--- src/rtl/reg_ctx_seq_pkg.sv ---
// Shared definitions for the register context save/restore sequencer.
package reg_ctx_seq_pkg;

    localparam int DEF_N         = 16;
    localparam int DEF_REG_COUNT = 8;
    localparam int DEF_ADDR_SIZE = 3;

    typedef enum logic [2:0] {
        ST_IDLE  = 3'd0,
        ST_SAVE  = 3'd1,
        ST_LOAD  = 3'd2,
        ST_WRITE = 3'd3,
        ST_DONE  = 3'd4
    } state_t;

endpackage

--- src/rtl/reg_ctx_seq.sv ---
// Sequencer that copies a register block to memory (save) or reloads it
// from memory (restore), one register per memory handshake.
module reg_ctx_seq
    import reg_ctx_seq_pkg::*;
#(
    parameter int n         = DEF_N,
    parameter int reg_count = DEF_REG_COUNT,
    parameter int addr_size = DEF_ADDR_SIZE
) (
    input  logic                 Clock,
    input  logic                 nReset,
    input  logic                 StartSave,
    input  logic                 StartRestore,
    input  logic [n-1:0]         Base,
    output logic                 Busy,
    output logic                 Done,
    output logic [addr_size-1:0] Rs,
    input  logic [n-1:0]         Rd,
    output logic [addr_size-1:0] Rw,
    output logic                 We,
    output logic [n-1:0]         WData,
    output logic [n-1:0]         MemAddr,
    output logic [n-1:0]         MemWData,
    output logic                 MemWe,
    output logic                 MemRe,
    input  logic [n-1:0]         MemRData,
    input  logic                 MemAck,
    output state_t               dbg_state
);

    // Handshake: MemWe/MemRe stay high with stable MemAddr/MemWData until a
    // posedge where MemAck is sampled high; that edge completes the transfer.

    localparam logic [addr_size-1:0] LAST_IDX = addr_size'(reg_count - 1);

    state_t               state;
    state_t               state_next;
    logic [addr_size-1:0] index;
    logic [n-1:0]         base_q;
    logic [n-1:0]         cap_q;
    logic                 last;
    logic                 start_any;
    logic [n-1:0]         mem_addr;

    assign last      = (index == LAST_IDX);
    assign start_any = StartSave | StartRestore;
    // Address arithmetic wraps naturally at n bits.
    assign mem_addr  = base_q + n'(index);
    assign dbg_state = state;

    always_ff @(posedge Clock or negedge nReset) begin
        if (!nReset) begin
            state <= ST_IDLE;
        end else begin
            state <= state_next;
        end
    end

    always_comb begin
        state_next = state;
        case (state)
            ST_IDLE: begin
                if (StartSave) begin
                    state_next = ST_SAVE;
                end else if (StartRestore) begin
                    state_next = ST_LOAD;
                end
            end
            ST_SAVE: begin
                if (MemAck && last) begin
                    state_next = ST_DONE;
                end
            end
            ST_LOAD: begin
                if (MemAck) begin
                    state_next = ST_WRITE;
                end
            end
            ST_WRITE: begin
                state_next = last ? ST_DONE : ST_LOAD;
            end
            ST_DONE: begin
                state_next = ST_IDLE;
            end
            default: begin
                state_next = ST_IDLE;
            end
        endcase
    end

    always_comb begin
        Busy     = (state != ST_IDLE);
        Done     = 1'b0;
        Rs       = '0;
        Rw       = '0;
        We       = 1'b0;
        WData    = '0;
        MemAddr  = '0;
        MemWData = '0;
        MemWe    = 1'b0;
        MemRe    = 1'b0;
        case (state)
            ST_SAVE: begin
                Rs       = index;
                MemWe    = 1'b1;
                MemAddr  = mem_addr;
                MemWData = Rd;
            end
            ST_LOAD: begin
                MemRe   = 1'b1;
                MemAddr = mem_addr;
            end
            ST_WRITE: begin
                We    = 1'b1;
                Rw    = index;
                WData = cap_q;
            end
            ST_DONE: begin
                Done = 1'b1;
            end
            default: begin
            end
        endcase
    end

    // Index, latched base and captured read data.
    always_ff @(posedge Clock or negedge nReset) begin
        if (!nReset) begin
            index  <= '0;
            base_q <= '0;
            cap_q  <= '0;
        end else begin
            case (state)
                ST_IDLE: begin
                    if (start_any) begin
                        base_q <= Base;
                        index  <= '0;
                    end
                end
                ST_SAVE: begin
                    if (MemAck && !last) begin
                        index <= index + addr_size'(1);
                    end
                end
                ST_LOAD: begin
                    if (MemAck) begin
                        cap_q <= MemRData;
                    end
                end
                ST_WRITE: begin
                    if (!last) begin
                        index <= index + addr_size'(1);
                    end
                end
                default: begin
                end
            endcase
        end
    end

endmodule

--- config.mk ---
export PLATFORM = sky130hd
export DESIGN_NAME = reg_ctx_seq
export DESIGN_NICKNAME = d
export VERILOG_FILES = /design/src/rtl/reg_ctx_seq_pkg.sv /design/src/rtl/reg_ctx_seq.sv
export SDC_FILE = /design/constraint.sdc
export NUM_CORES = 1
export LEC_CHECK = 0
export BUFFER_PORTS_ARGS = -buffer_cell sky130_fd_sc_hd__buf_4
export CAP_MARGIN = 20
export CORE_MARGIN = 2
export CORE_UTILIZATION = 41
export DETAILED_ROUTE_END_ITERATION = 6
export MAX_ROUTING_LAYER = met4
export PLACE_DENSITY = 0.76
export SLEW_MARGIN = 40
export SYNTH_ARGS = -nofsm -noshare
export SYNTH_HDL_FRONTEND = slang
export SYNTH_SLANG_ARGS = --single-unit
--- constraint.sdc ---
create_clock -name Clock -period 2.1 [get_ports Clock]
set_input_delay 0.315 -clock Clock [delete_from_list [all_inputs] [get_ports Clock]]
set_output_delay 0.315 -clock Clock [all_outputs]
set_load 0.01 [all_outputs]
==> reports/qor.yml <==
grt:
  grtUsageTotal_pct: 20.5
  grt_max_degree: 39
  antenna_found_initial: 0
  grt_pass1_vias: 2181
  grt_overflow: 0
  grt_pass1_wl_um: 9820
drt:
  postRouteAntennaNets: 0
  drt_iter0_drc: 73
  vias: 2138
  viasPerCell: 4.95
  drc: 0
  finalWirelength_um: 6040
  drtPass1Iterations: 4
  wl_per_cell_um: 14.0
layout:
  drive_gt1_share_pct: 58.9
  syn_to_final_growth_pct: 59.5
  final_common_cell: "buf_4"
  fin_cells: 432
  nets: 418
  mostFrequentLayoutCells: "buf_4 (136), dfrtp_1 (38), and2_1 (37)"
  diodes: 0
cts:
  root_buffer: "clkbuf_8"
  cts-buffers-inserted: 5
  cts_tree: "yes"
  clk_latency_ns: 0.29
  cts_num_sinks: 38
  cts_max_level: 2
  cts.clk_slew.worst_paths_ns: 0.07
  cts_buffer_depth: 2
synth:
  postSynthCellCount: 221
  synth.distinct_cells: 44
  syn-cell-area_sq_um: 2290
  avgSynthCellArea_sq_um: 10.3
  synth-seq-cells: 38
  synth_warnings: 0
  synth_nets: 280
  yosysSeqAreaShare_pct: 41.6
die:
  placementRows: 27
  io_pins: 115
  core_area_sq_um: 5440
  die_area_sq_um: 6190
  die_y_um: 78.7
  start_util_pct: 42.0
  die_x_um: 78.7
power_and_ir_drop:
  finalPower_mw: 3.11
  ir_drop_mv: 0.524
  leakage_nw: 1.71
  p_per_area_nw_per_um2: 854
sta:
  rsz0062_at_grt: "true"
  setup_violations: 12
  clock_skew_ns: 0.00372
  maxSlewViolCount: 0
  post-route-period-util_pct: 116
  finalCriticalPeriod_ns: 2.44
  whs_ns: 0.224
  relSlewSlack_pct: 67.9
  fmax_mhz: 410
  fin_ws_ns: -0.341
  tightest_slew_ns: 0.481
  timing_hold_violations_final: 0
worst_setup_path:
  r2r_end: "index[0]$_DFFE_PN0P_"
  crit_required_ns: 1.78
  critical_path.startpoint_type: "register"
  crit_path_end_kind: "output port"
  reg2reg_depth: 7
  worstPathArrival_ns: 2.13
  crit_type: "register to output port"
  reg2reg_slack_ns: 0.24
  crit_start: "base_q[0]$_DFFE_PN0P_"
  endpoint: "MemAddr[14]"
  rr_startpoint: "index[1]$_DFFE_PN0P_"
  cp_max_fo: 4
placed_design:
  io_buffers: 114
  dp_hpwl_um: 4340
  pre_cts_slack_ns: -0.0531
  placed_cells_incl_taps: 417
  gp_congestion: 0.798
hold_path:
  hold_class: "input port to register"
  hold_depth: 3
  min_from: "Base[1]"
flow_run:
  drv_cap: 0
outcome:
  status: "complete, but fails checks"
  violations: "setup timing"
-- worst min-delay path by stage --
stage,end,slack (ns)
global placement,cap_q[7]$_DFFE_PN0P_,0.31
detailed placement,cap_q[7]$_DFFE_PN0P_,0.31
CTS,base_q[1]$_DFFE_PN0P_,0.22
global route,base_q[1]$_DFFE_PN0P_,0.23
floorplan,base_q[0]$_DFFE_PN0P_,0.02
finish,base_q[1]$_DFFE_PN0P_,0.22
-- cells by family (layout without fill, tap and decap cells) --
family | after synthesis | in the layout | synth area share (%)
xor gates and xnor gates | 8 | 8 | 3.06
adders and majority gates | 6 | 6 | 3.61
AOI/OAI and AO/OA | 27 | 27 | 7.17
buffers and inverters | 20 | 159 | 4.76
DFF | 38 | 38 | 41.6
muxes | 33 | 33 | 16.1
and+or+nand+nor | 89 | 89 | 23.6
-- registers in the layout, indices dropped and copies added, names as in the netlist --
name and count:
cap_q 16, index 3, dbg_state 3, base_q 16
-- synthesized netlist by cell type (all sizes together) --
cell / number / area [sq um]
clkbuf: 2 / 7.51
and3: 2 / 13.8
and4: 1 / 11.3
o21ai: 6 / 30.0
o22ai: 1 / 6.26
o211ai: 1 / 7.51
xor2: 4 / 35.0
o41ai: 1 / 8.76
o2111ai: 1 / 8.76
or4: 3 / 22.5
and2: 38 / 238
nor2: 13 / 65.1
nor4: 4 / 25.0
dfrtp: 38 / 951
nor3: 6 / 35.0
fa: 1 / 20.0
mux2i: 2 / 20.0
xnor2: 4 / 35.0
nor4b: 1 / 8.76
o311ai: 1 / 8.76
inv: 8 / 30.0
a311oi: 1 / 8.76
or3: 4 / 32.5
or2: 1 / 6.26
nand4: 2 / 12.5
nand3: 3 / 20.0
and2b: 1 / 7.51
mux2: 31 / 349
ha: 5 / 62.6
nand2: 8 / 30.0
buf: 10 / 71.3
o21bai: 1 / 7.51
o31ai: 3 / 22.5
a21oi: 11 / 55.1
nor2b: 2 / 12.5
-- report_power, final --
group	switching, mW	internal [mW]	total (mW)
combinational	0.619	0.823	1.44
sequential	0.209	0.952	1.16
clock	0.248	0.265	0.512
-- worst max-delay path: stages, from the launching register on --
cell	delay (ns)
dfrtp_1	0.35
ha_2	0.19
inv_2	0.04
fa_2	0.36
nor2b_4	0.12
o211ai_1	0.15
or3_4	0.38
a21oi_4	0.13
buf_6	0.11
-- layout make-up --
class                   count  area (sq um)
clock buffers               7          86.3
clock inverters             1          5.00
fillers                   447          1790
inverters                   8          30.0
multi-input cells         163          1390
flip-flops and latches     38           951
well taps                  72          90.1
repair buffers            143          1100
-- per-layer routing --
metal | GRT usage [%] | vias up | wire (um) | part of all wire [%]
li1 | - | 1049 | - | -
met1 | 24.7 | 1020 | 2510 | 41
met2 | 33.9 | 67 | 3030 | 50
met3 | 7.70 | 2 | 494 | 8.2
met4 | 2.63 | 0 | 6 | 0.099
met5 | - | - | 0 | 0
-- through the flow --
| stage | cell area, sq um | TNS [ns] | utilization (%) |
|---|---|---|---|
| after floorplan | 2320 | -0.0359 | - |
| after global placement | 3350 | -0.0217 | 61.6 |
| after detailed placement | 3350 | -0.115 | 61.6 |
| after CTS | 3560 | -2.18 | 65.5 |
| after global routing | 3650 | -3.64 | 67.0 |
| final | 3650 | -2.15 | 67.0 |
-- timing repair --
item	in CTS	in global routing
hold buffers	1	0
gates cloned	0	1
gates resized for setup	18	17
pin swaps	12	9
hold endpoints to repair	27	0
setup endpoints to repair	11	15
setup buffers	5	4
No activity file was read; power rests on OpenSTA's default activity.
